[config.mk]
export PLATFORM = sky130hd
export DESIGN_NAME = adder_pipe_n_flat
export DESIGN_NICKNAME = d
export VERILOG_FILES = /design/src/rtl/adder_pipe_pkg.sv /design/src/rtl/adder_pipe_n_if.sv /design/src/rtl/adder_chunk.sv /design/src/rtl/adder_pipe_n.sv /design/src/flat_wrapper.sv
export SDC_FILE = /design/constraint.sdc
export NUM_CORES = 1
export LEC_CHECK = 0
export CAP_MARGIN = 15
export CELL_PAD_IN_SITES_DETAIL_PLACEMENT = 1
export CELL_PAD_IN_SITES_GLOBAL_PLACEMENT = 1
export CORE_UTILIZATION = 31
export DETAILED_ROUTE_END_ITERATION = 6
export PLACE_DENSITY_LB_ADDON = 0.1
export SLEW_MARGIN = 5
export SYNTH_ARGS = -nofsm -noshare
export SYNTH_HDL_FRONTEND = slang
export SYNTH_SLANG_ARGS = --single-unit
[constraint.sdc]
create_clock -name clk -period 2.8 [get_ports clk]
set_clock_uncertainty 0.2 [all_clocks]
set_input_delay 0.84 -clock clk [delete_from_list [all_inputs] [get_ports clk]]
set_output_delay 0.84 -clock clk [all_outputs]
set_load 0.02 [all_outputs]
[src/rtl/adder_pipe_pkg.sv]
// Shared types and elaboration helpers for the pipelined add/subtract unit.
package adder_pipe_pkg;

    typedef enum logic {
        OP_ADD = 1'b0,
        OP_SUB = 1'b1
    } op_e;

    function automatic int chunk_w(input int width, input int stages);
        return width / stages;
    endfunction

    // Operands must split into equal, non-empty chunks.
    function automatic bit width_ok(input int width, input int stages);
        return (stages >= 1) && (stages <= width) && ((width % stages) == 0);
    endfunction

endpackage

[src/rtl/adder_pipe_n_if.sv]
// Operand/result handshake bundle for adder_pipe_n; master drives operands, slave is the unit.
interface adder_pipe_n_if #(
    parameter int WIDTH = 8
);
    logic             in_valid;
    logic             in_ready;
    logic [WIDTH-1:0] a;
    logic [WIDTH-1:0] b;
    logic             cin;
    logic             sub;
    logic             out_valid;
    logic             out_ready;
    logic [WIDTH-1:0] sum;
    logic             cout;
    logic             ovf;
    logic             zero;

    modport master (
        output in_valid, a, b, cin, sub, out_ready,
        input  in_ready, out_valid, sum, cout, ovf, zero
    );

    modport slave (
        input  in_valid, a, b, cin, sub, out_ready,
        output in_ready, out_valid, sum, cout, ovf, zero
    );
endinterface

[src/rtl/adder_chunk.sv]
// C-bit combinational adder slice used by every pipeline stage.
module adder_chunk #(
    parameter int C = 4
) (
    input  logic [C-1:0] a,
    input  logic [C-1:0] b,
    input  logic         cin,
    output logic [C-1:0] s,
    output logic         co
);
    logic [C:0] t_s;

    assign t_s = {1'b0, a} + {1'b0, b} + {{C{1'b0}}, cin};
    assign s   = t_s[C-1:0];
    assign co  = t_s[C];
endmodule

[src/rtl/adder_pipe_n.sv]
// Pipelined add/subtract unit: WIDTH-bit operands split over STAGES chunk stages, carry ripples one stage per cycle.
// Optional macro ADDER_PIPE_SAT_EN clamps signed-overflowing results to signed max/min.
module adder_pipe_n
    import adder_pipe_pkg::*;
#(
    parameter int WIDTH  = 8,
    parameter int STAGES = 2
) (
    input  logic          clk,
    input  logic          rst,
    adder_pipe_n_if.slave bus
);
    localparam int C    = chunk_w(WIDTH, STAGES);
    localparam int MSB  = WIDTH - 1;
    localparam int LAST = STAGES - 1;
    localparam logic [WIDTH-1:0] SMAX = {1'b0, {(WIDTH-1){1'b1}}};
    localparam logic [WIDTH-1:0] SMIN = {1'b1, {(WIDTH-1){1'b0}}};

    if (!width_ok(WIDTH, STAGES)) begin : gen_bad_cfg
        $error("adder_pipe_n: WIDTH must be a multiple of STAGES with 1 <= STAGES <= WIDTH");
    end

    // Stage boundary k feeds stage k; boundary 0 is the operand port.
    logic [STAGES-1:0][WIDTH-1:0] a_p_s;
    logic [STAGES-1:0][WIDTH-1:0] b_p_s;
    logic [STAGES-1:0][WIDTH-1:0] res_p_s;
    logic [STAGES-1:0]            sub_p_s;
    logic [STAGES-1:0]            c_p_s;
    logic [STAGES-1:0]            v_p_s;
    logic [STAGES:0]              load_s;

    assign a_p_s[0]       = bus.a;
    assign b_p_s[0]       = bus.b;
    assign res_p_s[0]     = {WIDTH{1'b0}};
    assign sub_p_s[0]     = (op_e'(bus.sub) == OP_SUB);
    assign c_p_s[0]       = bus.cin ^ sub_p_s[0];
    assign v_p_s[0]       = bus.in_valid;
    assign load_s[STAGES] = bus.out_ready;
    assign bus.in_ready   = load_s[0];

    for (genvar k = 0; k < STAGES; k++) begin : gen_stage
        logic [C-1:0]     b_eff_s;
        logic [C-1:0]     s_s;
        logic             co_s;
        logic [WIDTH-1:0] res_s;

        assign b_eff_s = b_p_s[k][k*C +: C] ^ {C{sub_p_s[k]}};

        adder_chunk #(.C(C)) u_chunk (
            .a   (a_p_s[k][k*C +: C]),
            .b   (b_eff_s),
            .cin (c_p_s[k]),
            .s   (s_s),
            .co  (co_s)
        );

        // Splice this stage's chunk into the partial result carried from below.
        always_comb begin
            res_s          = res_p_s[k];
            res_s[k*C +: C] = s_s;
        end

        if (k < LAST) begin : gen_mid
            logic [WIDTH-1:0] a_r;
            logic [WIDTH-1:0] b_r;
            logic [WIDTH-1:0] res_r;
            logic             sub_r;
            logic             c_r;
            logic             v_r;

            assign load_s[k] = !v_r || load_s[k+1];

            // Intermediate stage register: data only moves with a valid beat.
            always_ff @(posedge clk) begin
                if (rst) begin
                    v_r   <= 1'b0;
                    a_r   <= {WIDTH{1'b0}};
                    b_r   <= {WIDTH{1'b0}};
                    res_r <= {WIDTH{1'b0}};
                    sub_r <= 1'b0;
                    c_r   <= 1'b0;
                end else if (load_s[k]) begin
                    v_r <= v_p_s[k];
                    if (v_p_s[k]) begin
                        a_r   <= a_p_s[k];
                        b_r   <= b_p_s[k];
                        res_r <= res_s;
                        sub_r <= sub_p_s[k];
                        c_r   <= co_s;
                    end
                end
            end

            assign a_p_s[k+1]   = a_r;
            assign b_p_s[k+1]   = b_r;
            assign res_p_s[k+1] = res_r;
            assign sub_p_s[k+1] = sub_r;
            assign c_p_s[k+1]   = c_r;
            assign v_p_s[k+1]   = v_r;
        end else begin : gen_last
            logic             ovf_s;
            logic [WIDTH-1:0] sum_s;

            assign load_s[k] = !bus.out_valid || load_s[k+1];

            // Signed overflow and optional clamp, ahead of the output register.
            always_comb begin
                ovf_s = (a_p_s[k][MSB] == b_eff_s[C-1]) && (res_s[MSB] != a_p_s[k][MSB]);
`ifdef ADDER_PIPE_SAT_EN
                if (ovf_s) begin
                    sum_s = a_p_s[k][MSB] ? SMIN : SMAX;
                end else begin
                    sum_s = res_s;
                end
`else
                sum_s = res_s;
`endif
            end

            // Output register: holds its beat while the consumer stalls.
            always_ff @(posedge clk) begin
                if (rst) begin
                    bus.out_valid <= 1'b0;
                    bus.sum       <= {WIDTH{1'b0}};
                    bus.cout      <= 1'b0;
                    bus.ovf       <= 1'b0;
                    bus.zero      <= 1'b0;
                end else if (load_s[k]) begin
                    bus.out_valid <= v_p_s[k];
                    if (v_p_s[k]) begin
                        bus.sum  <= sum_s;
                        bus.cout <= co_s;
                        bus.ovf  <= ovf_s;
                        bus.zero <= (sum_s == {WIDTH{1'b0}});
                    end
                end
            end
        end
    end
endmodule

[src/flat_wrapper.sv]
// flat-port wrapper written by rule: the top's interface ports become plain ports
module adder_pipe_n_flat import adder_pipe_pkg::*;
#(
    parameter int WIDTH  = 8,
    parameter int STAGES = 2
)
  (clk, rst, bus_in_valid, bus_a, bus_b, bus_cin, bus_sub, bus_out_ready, bus_in_ready, bus_out_valid, bus_sum, bus_cout, bus_ovf, bus_zero);
  adder_pipe_n_if #(.WIDTH(WIDTH)) bus_i ();
  input  logic clk;
  input  logic rst;
  input wire logic [$bits(bus_i.in_valid)-1:0] bus_in_valid;
  input wire logic [$bits(bus_i.a)-1:0] bus_a;
  input wire logic [$bits(bus_i.b)-1:0] bus_b;
  input wire logic [$bits(bus_i.cin)-1:0] bus_cin;
  input wire logic [$bits(bus_i.sub)-1:0] bus_sub;
  input wire logic [$bits(bus_i.out_ready)-1:0] bus_out_ready;
  output wire logic [$bits(bus_i.in_ready)-1:0] bus_in_ready;
  output wire logic [$bits(bus_i.out_valid)-1:0] bus_out_valid;
  output wire logic [$bits(bus_i.sum)-1:0] bus_sum;
  output wire logic [$bits(bus_i.cout)-1:0] bus_cout;
  output wire logic [$bits(bus_i.ovf)-1:0] bus_ovf;
  output wire logic [$bits(bus_i.zero)-1:0] bus_zero;
  assign bus_i.in_valid = bus_in_valid;
  assign bus_i.a = bus_a;
  assign bus_i.b = bus_b;
  assign bus_i.cin = bus_cin;
  assign bus_i.sub = bus_sub;
  assign bus_i.out_ready = bus_out_ready;
  assign bus_in_ready = bus_i.in_ready;
  assign bus_out_valid = bus_i.out_valid;
  assign bus_sum = bus_i.sum;
  assign bus_cout = bus_i.cout;
  assign bus_ovf = bus_i.ovf;
  assign bus_zero = bus_i.zero;
  adder_pipe_n #(.WIDTH(WIDTH), .STAGES(STAGES)) u_core (.clk(clk), .rst(rst), .bus(bus_i));
endmodule
==> impl_metrics.ini <==
[critical_path]
worstPathArrival_ps = 1730
crit_buf_inv = 2
cp-start-kind = input pin
required_ps = 1760
critPathMaxFanout = 2
cpMaxStageDelayCell = clkdlybuf4s50_1
cp_top_family = buffers and inverters
critPathKind = input pin to output port
regToRegSetupSlack_ps = 200
end_kind = output port
crit_chain = clkdlybuf4s50_1 > nand3b_4 > clkdlybuf4s15_2
max_stage_delay_ps = 490

[routing]
drt_first_pass_iters = 4
routedWlPerCell_microns = 13.4
wl_microns = 3220
drt_iter0_drc = 48
antenna_left = 0
remaining_drc_errors = 0
via_per_inst = 4.74
num_vias = 1137

[sta]
drv_slew = 0
grt_setup_unrepaired = false
fin_ws_ps = 27.8
finalHoldViolCount = 0
max_clock_freq_ghz = 0.361
setup-tns-final_ps = 0
fin_crit_sh_pct = 99.0
min_period_ps = 2770
setup_viol = 0
slew_headroom_pct = 75.4
tightestPinTransition_ps = 369

[synthesis]
synth_area_sq_um = 1330
async_flop_share_pct = 0
ys.flop_type = dfxtp_1
postSynthAreaPerCell_sq_um = 8.72
synth_warnings = 0
syn_inst = 152
synthTopCellsByCount = nand2_1, dfxtp_1, a21oi_1, xor2_1, ha_1
syn_nets = 184
seq_area_frac_synth_pct = 40.8
synth.top_cell.area_share_pct = 40.8
synth_most_common_cell = nand2_1
ys_ff_latch = 27
yosys.area.top_type = dfxtp_1
synth_edf_count = 0
synthTopCellsByArea = dfxtp_1, nand2_1, a21oi_1
synth.distinct_cells = 30

[placement]
portBuffers = 34
place_hpwl_microns = 2560
place_congestion = 0.704
dp.cells = 236
place_ws_ps = -396
post_dp_cell_area_sq_um = 1750

[clock_tree]
cts-hold-fix-buffers = 0
clk_latency_ps = 270
path_clk_slew_ps = 90
post-cts-setup-buffer-count = 0
cts_root_buf = clkbuf_8
cts.sinks = 27
cts_tree = done
cts-htree-levels = 1
cts.path.max_buffers = 2
numCtsBuffers = 3

[global_route]
grt_pass1_vias = 1181
grt_max_degree = 16
antenna_found_initial = 0
grt_pass1_wl_microns = 5320
grt_usage_pct = 15.9
overflow = 0

[floorplanning]
core_area_sq_um = 4060
die_w_microns = 67.4
fp.dieH_microns = 67.4
num_rows = 23
start_util_pct = 32.7
dieArea_sq_um = 4540
io_pins = 35

[finish]
seqCellArea_sq_um = 541
drive_above_1_share_pct = 10.0
multi_input_area_sq_um = 726
finalInstanceArea_sq_um = 1800
antenna_cells = 0
final_cells = 240
final.fill_count = 468
syn2layout_area_growth_pct = 35.9
num-nets-final = 223
finish.utilization_pct = 44.4

[pwr]
p_int_mw = 0.625
power_density_nw_per_um2 = 484
irDropWorstVdd_mv = 0.171
p_sw_mw = 0.246
power_leakage_nw = 0.774
swShare_pct = 28.2
pwr-share-clk_pct = 25.4
p_seq_share_pct = 49.1
combPwrFrac_pct = 25.5

[run_status]
status = finished, final reports clean

[flow_run]
maxCapViolations = 0

[worst_hold_path]
worstHoldPathType = register to register
-- cell families after synthesis --
kind of cell | Yosys count | synth area share, %
adders and majority gates | 10 | 11.7
xor gates and xnor gates | 13 | 8.59
AOI/OAI and AO/OA | 34 | 14.9
buffers and inverters | 13 | 4.82
and+or+nand+nor | 55 | 19.2
DFF | 27 | 40.8
-- per-layer routing --
| metal | vias up | global-route usage (%) | part of all wire [%] |
|---|---|---|---|
| met2 | 19 | 30.4 | 52 |
| met1 | 533 | 17.7 | 43 |
| met3 | 4 | 2.03 | 3.0 |
| met4 | 0 | 5.59 | 1.2 |
| met5 | - | 0 | 0 |
| li1 | 581 | - | - |
-- tightest hold or removal path: stages (launching register included) --
cell	delay (ps)
dfxtp_1	320
nand2_1	50
a21oi_1	50
-- worst paths after layout --
path,cells after the start,end,from
worst max-delay path,3,bus_in_ready,bus_out_ready
worst min-delay path,2,u_core.bus.sum[5],u_core.bus.sum[5]
worst max register to register,7,u_core.bus.zero,u_core.gen_stage[0].gen_mid.b_r[4]
worst min register to register,2,u_core.bus.sum[5],u_core.bus.sum[5]
-- cells in the final DEF, fill, tap and decap left out, types with 2 or more instances in the layout --
cell,n
xor2_1,11
nor4_1,2
clkbuf_8,3
buf_4,10
inv_1,3
nand2_1,37
nor2_1,5
fa_1,2
a21oi_1,23
a21o_1,4
nor3_1,2
xnor2_1,2
fa_2,2
ha_1,6
nand3_1,2
dfxtp_1,27
clkdlybuf4s50_1,32
a211oi_1,2
-- power groups by stage --
| stage | Clock (mW) | Combinational (mW) | Sequential (mW) |
|---|---|---|---|
| finish | 0.221 | 0.222 | 0.428 |
| global route | 0.247 | 0.246 | 0.431 |
| CTS | 0.233 | 0.224 | 0.428 |
| detailed placement | 0 | 0.223 | 0.437 |
| global placement | 0 | 0.215 | 0.436 |
| floorplan | 0 | 0.119 | 0.445 |
-- state kept, by name (all words and copies together) (netlist names) --
name / count
u_core.bus.cout: 1
u_core.bus.ovf: 1
u_core.gen_stage.gen_mid.sub_r: 1
u_core.bus.sum: 8
u_core.gen_stage.gen_mid.res_r: 4
u_core.bus.zero: 1
u_core.gen_stage.gen_mid.c_r: 1
u_core.bus.out_valid: 1
u_core.gen_stage.gen_mid.a_r: 4
u_core.gen_stage.gen_mid.v_r: 1
u_core.gen_stage.gen_mid.b_r: 4
-- cell type report --
type | count | share of cell area, %
clock buffer | 4 | 2.50
inverter | 3 | 0.625
multi-input combinational | 112 | 40.3
sequential | 27 | 30.0
tap | 50 | 3.47
timing repair buffer | 44 | 23.1
-- metrics by stage --
step / total power [mW] / hold slack, ps
after floorplan: 0.564 / 241
after global placement: 0.651 / 243
after detailed placement: 0.660 / 254
after CTS: 0.886 / 268
after global routing: 0.924 / 292
final: 0.871 / 262
-- timing repair --
| action | 4_1_cts | 5_1_grt |
|---|---|---|
| resized for setup | 5 | 1 |
| setup endpoints to repair | 4 | 2 |
| pin swaps | 0 | 0 |
Power figures use the tool's default switching activity.
